--- src/rtl/alu_sequencer.sv ---
// Instruction sequencer for a combinational 16-bit ALU: four-step IDLE/DECODE/EXEC/WB
// flow over an internal 8-entry register file with single-cycle write-back pulses.
module alu_sequencer #(
  parameter int unsigned WIDTH_DATA = 16
) (
  input  logic                  clk,
  input  logic                  rst_n,
  input  logic                  instr_valid,
  input  logic [15:0]           instr_data,
  output logic                  instr_ready,
  output logic [WIDTH_DATA-1:0] alu_operand_a,
  output logic [WIDTH_DATA-1:0] alu_operand_b,
  output logic [4:0]            alu_op_code,
  input  logic [WIDTH_DATA-1:0] alu_result,
  output logic                  wb_valid,
  output logic [2:0]            wb_addr,
  output logic [WIDTH_DATA-1:0] wb_data,
  output logic                  illegal_op,
  input  logic [2:0]            dbg_addr,
  output logic [WIDTH_DATA-1:0] dbg_data
);

  localparam int unsigned N_REG  = 8;
  localparam int unsigned W_INSN = 16;

  typedef enum logic [1:0] {S_IDLE, S_DECODE, S_EXEC, S_WB} state_t;

  state_t                state_q, state_d;
  logic [W_INSN-1:0]     ir_q, ir_d;
  logic [WIDTH_DATA-1:0] rf [N_REG];

  logic                  ready_d, wbv_d, illegal_d;
  logic [WIDTH_DATA-1:0] opa_d, opb_d, wbd_d;
  logic [4:0]            opc_d;
  logic [2:0]            wba_d;

  logic [4:0] ir_opcode;
  logic [2:0] ir_rd, ir_rs1, ir_rs2;

  assign ir_opcode = ir_q[15:11];
  assign ir_rd     = ir_q[10:8];
  assign ir_rs1    = ir_q[7:5];
  assign ir_rs2    = ir_q[4:2];
  assign dbg_data  = rf[dbg_addr];

  function automatic logic is_alu_op(input logic [4:0] op);
    return (op >= 5'd4) && (op <= 5'd13);
  endfunction

  function automatic logic is_illegal(input logic [4:0] op);
    return (op == 5'd3) || (op >= 5'd14);
  endfunction

  // Next-state and next-output logic; ALU-facing outputs are zero outside EXEC.
  always_comb begin
    state_d   = state_q;
    ir_d      = ir_q;
    opa_d     = '0;
    opb_d     = '0;
    opc_d     = '0;
    wbv_d     = 1'b0;
    wba_d     = '0;
    wbd_d     = '0;
    illegal_d = illegal_op;
    case (state_q)
      S_IDLE: begin
        if (instr_valid && instr_ready) begin
          ir_d      = instr_data;
          illegal_d = illegal_op | is_illegal(instr_data[15:11]);
          state_d   = S_DECODE;
        end
      end
      S_DECODE: begin
        opa_d   = (ir_opcode == 5'd1) ? WIDTH_DATA'(ir_q[7:0]) : rf[ir_rs1];
        opb_d   = rf[ir_rs2];
        opc_d   = ir_opcode;
        state_d = S_EXEC;
      end
      S_EXEC: begin
        if (ir_opcode == 5'd1 || ir_opcode == 5'd2 || is_alu_op(ir_opcode)) begin
          wbv_d = 1'b1;
          wba_d = ir_rd;
          wbd_d = is_alu_op(ir_opcode) ? alu_result : alu_operand_a;
        end
        state_d = S_WB;
      end
      S_WB:    state_d = S_IDLE;
      default: state_d = S_IDLE;
    endcase
    ready_d = (state_d == S_IDLE);
  end

  always_ff @(posedge clk or negedge rst_n) begin
    if (!rst_n) begin
      state_q       <= S_IDLE;
      ir_q          <= '0;
      instr_ready   <= 1'b1;
      alu_operand_a <= '0;
      alu_operand_b <= '0;
      alu_op_code   <= '0;
      wb_valid      <= 1'b0;
      wb_addr       <= '0;
      wb_data       <= '0;
      illegal_op    <= 1'b0;
    end else begin
      state_q       <= state_d;
      ir_q          <= ir_d;
      instr_ready   <= ready_d;
      alu_operand_a <= opa_d;
      alu_operand_b <= opb_d;
      alu_op_code   <= opc_d;
      wb_valid      <= wbv_d;
      wb_addr       <= wba_d;
      wb_data       <= wbd_d;
      illegal_op    <= illegal_d;
    end
  end

  // Register file commits on the edge that ends the WB cycle.
  always_ff @(posedge clk or negedge rst_n) begin
    if (!rst_n) begin
      for (int i = 0; i < N_REG; i++) rf[i] <= '0;
    end else if (wb_valid) begin
      rf[wb_addr] <= wb_data;
    end
  end

endmodule
--- config.mk ---
export PLATFORM = sky130hd
export DESIGN_NAME = alu_sequencer
export DESIGN_NICKNAME = d
export VERILOG_FILES = /design/src/rtl/alu_sequencer.sv
export SDC_FILE = /design/constraint.sdc
export NUM_CORES = 1
export LEC_CHECK = 0
export ABC_AREA = 1
export CAP_MARGIN = 0
export CORE_ASPECT_RATIO = 1.1
export CORE_MARGIN = 2
export CORE_UTILIZATION = 28
export CTS_CLUSTER_SIZE = 12
export DETAILED_ROUTE_END_ITERATION = 10
export GPL_TIMING_DRIVEN = 0
export SLEW_MARGIN = 25
export SYNTH_ARGS = -nofsm -noshare
export SYNTH_HDL_FRONTEND = slang
export SYNTH_SLANG_ARGS = --single-unit
--- constraint.sdc ---
create_clock -name clk -period 4.3 [get_ports clk]
set_clock_uncertainty 0.1 [all_clocks]
set_input_delay 0.86 -clock clk [delete_from_list [all_inputs] [get_ports clk]]
set_output_delay 0.86 -clock clk [all_outputs]
set_load 0.02 [all_outputs]
==> metrics <==
status=finished, final reports clean; Die Span Y=211.7 um; Final Cell Area=13650 um2; Clock H-tree levels=1; Syn Inst Count=1497; RSZ-0062 raised after global routing=no; Pwr Total=0.008782 W; Final Util=35.09%; period utilization=91.38%; fin crit period=3929 ps; IO Port Bufs=110; Worst R2R End=ir_q[5]; Async SR Flop Fraction=100.0%; cells along the critical path=clkdlybuf4s50_1 -> clkinv_1 -> clkbuf_1 -> o21a_1 -> clkdlybuf4s50_1; pre-CTS setup slack=370.1 ps; element type at the critical path end=output pin; dpl hpwl=33980 um; CP dominant cell by count=clkdlybuf4s50_1; Iteration-0 DRC Markers=1212; setup tns final=0 ps; Seq cells post-synth=205; top-count cell post-synth=nand2_1; post-DR vias/cell=5.179; largest net degree at the start of global routing=91; R2R Path Start=state_q[0]; Remaining Overflow, GRT=0; Syn Nets=1538; critical path startpoint category=primary input; clock sink count=205; max cap viols=0; Worst-path clk slew=60 ps; # Post-CTS Setup Buffers=0; setup ws final=370.7 ps; crit path max fanout=10; die area=40800 um2; DRT Pass-1 Iters=6; slowest CP cell=clkdlybuf4s50_1; filler instances=4063; Synth Area per Inst=7.332 um2; global-route wire length before repair=67870 um; starting density of the core=28.22%; Worst-Margin Slew=908.5 ps; Primary FF master, synth=dfrtp_1; Ant. Diodes=0; total length of routed wires=45770 um; row cnt=76; most frequent cells after synthesis=375 x nand2_1, 332 x o21ai_0, 204 x dfrtp_1; CP required=3340 ps; Fin. Hold Viols=0; TritonCTS clock tree=built; EDFF count, synth=0; Placer Congestion=0.9302; Hold/Removal Path Class=primary input to asynchronous set/reset pin; DRT antenna net count=0; Seq/Total Area, Yosys=46.75%; All-Layer GR Usage=22.42%; Pleak=6.000 nW; hold_buf cts=0; reg2reg setup slack=2220 ps; synthesis-to-layout area growth=24.35%; leading area contributor after synthesis=dfrtp_1; post_cts resized=0; dpl cell area=12770 um2; DIE WIDTH=192.8 um; type of the worst setup path=primary input to output pin; max-slew violation count=0; peak per-stage delay on the critical path=570 ps; CTS max path bufs=3; latest clock arrival within the worst-skew pair=540 ps; Max Fclk=0.2545 GHz; vias in the first global route=10990; core region area=38890 um2; maximum VDD drop=470.2 uV; Root Buffer Master=clkbuf_16; final net count=1676; synth unique cells=29; reg2reg path depth=7; synthesized area=10980 um2; top post-synthesis cells by area=dfrtp_1 47%, o21ai_0 15%, nand2_1 13%; share of cells above drive strength 1=7.022%; Worst EP arrival=2970 ps; CTS Buf Count=24; post-synth top area share=46.51%; num ports=113; synth warn=0; final setup vio count=0; relative slew slack=39.44%; P per Cell Area=643.5 nW/um2; initial antenna violation count=0; WL/cell=21.20 um; Vias=11180; DRC=0
## worst max-delay path by stage
stage,from,end,slack (ps),depth (start not counted)
after floorplan,dbg_addr[0],dbg_data[11],1620,8
after global placement,rst_n,rf[107],-6570,1
after detailed placement,dbg_addr[2],dbg_data[6],370,5
after CTS,dbg_addr[2],dbg_data[6],360,5
after global routing,dbg_addr[2],dbg_data[7],260,6
final,dbg_addr[2],dbg_data[6],370,5
## metrics by stage
| stage | hold WS [ps] | cells |
|---|---|---|
| floorplan | 349.2 | 1497 |
| global placement | 367.7 | 2114 |
| detailed placement | 369.4 | 2116 |
| CTS | 95.55 | 2159 |
| global route | 115.9 | 2159 |
| finish | 96.42 | 2159 |
## flip-flops by register name, indices dropped and copies added, names as in the netlist
signal,count
ir_q,16
rf,128
alu_operand_b,16
wb_addr,3
alu_op_code,5
wb_data,16
instr_ready,1
illegal_op,1
state_q,2
alu_operand_a,16
wb_valid,1
## critical path: cells and delay by family
family                 cells  cell delay, ps
AOI/OAI and AO/OA          1             290
buffers and inverters      4            1800
## logic make-up (layout without fill, tap and decap cells)
| family | after synthesis | count (layout) | synth area share [%] |
|---|---|---|---|
| compound gates | 473 | 473 | 22.30 |
| fa+ha+maj | 3 | 3 | 0.3420 |
| buf+inv | 254 | 409 | 9.986 |
| flops | 205 | 205 | 46.75 |
| simple gates | 562 | 562 | 20.62 |
## cell usage in the layout (no fill, tap or decap), drive strengths merged
cell type,count
ha,3
dfstp,1
inv,148
buf,64
dfrtp,204
o21a,7
nor2,114
o21ai,342
nand2,376
o211ai,24
bufinv,4
o31ai,1
clkinv,4
nand3,65
a21oi,99
clkinvlp,2
clkdlybuf4s50,109
and3,5
nor3,2
clkbuf,78
## power by group
part	internal [W]	switching, W	total (W)	leakage [nW]
Combinational	0.00123	0.00273	0.00396	2.76
Sequential	0.00228	0.000270	0.00255	2.81
Clock	0.00142	0.000860	0.00228	0.424
Total	0.00492	0.00386	0.00878	6.00
## layer usage
layer  share of wire [%]  track usage [%]
met4                 5.5            12.45
met5                   0                0
met1                  41            29.05
met3                 8.3            3.233
met2                  46            35.81
## cell type report
| class | count | area [um2] | area share [%] |
|---|---|---|---|
| clock inverters | 7 | 140.1 | 1.027 |
| inverters | 151 | 566.8 | 4.153 |
| repair buffers | 112 | 1161 | 8.507 |
| clock buffers | 36 | 737.0 | 5.400 |
| multi-input cells | 1038 | 4748 | 34.79 |
| well taps | 507 | 634.4 | 4.648 |
| plain buffers | 103 | 529.3 | 3.878 |
| flip-flops and latches | 205 | 5131 | 37.60 |
Power figures use the tool's default switching activity.
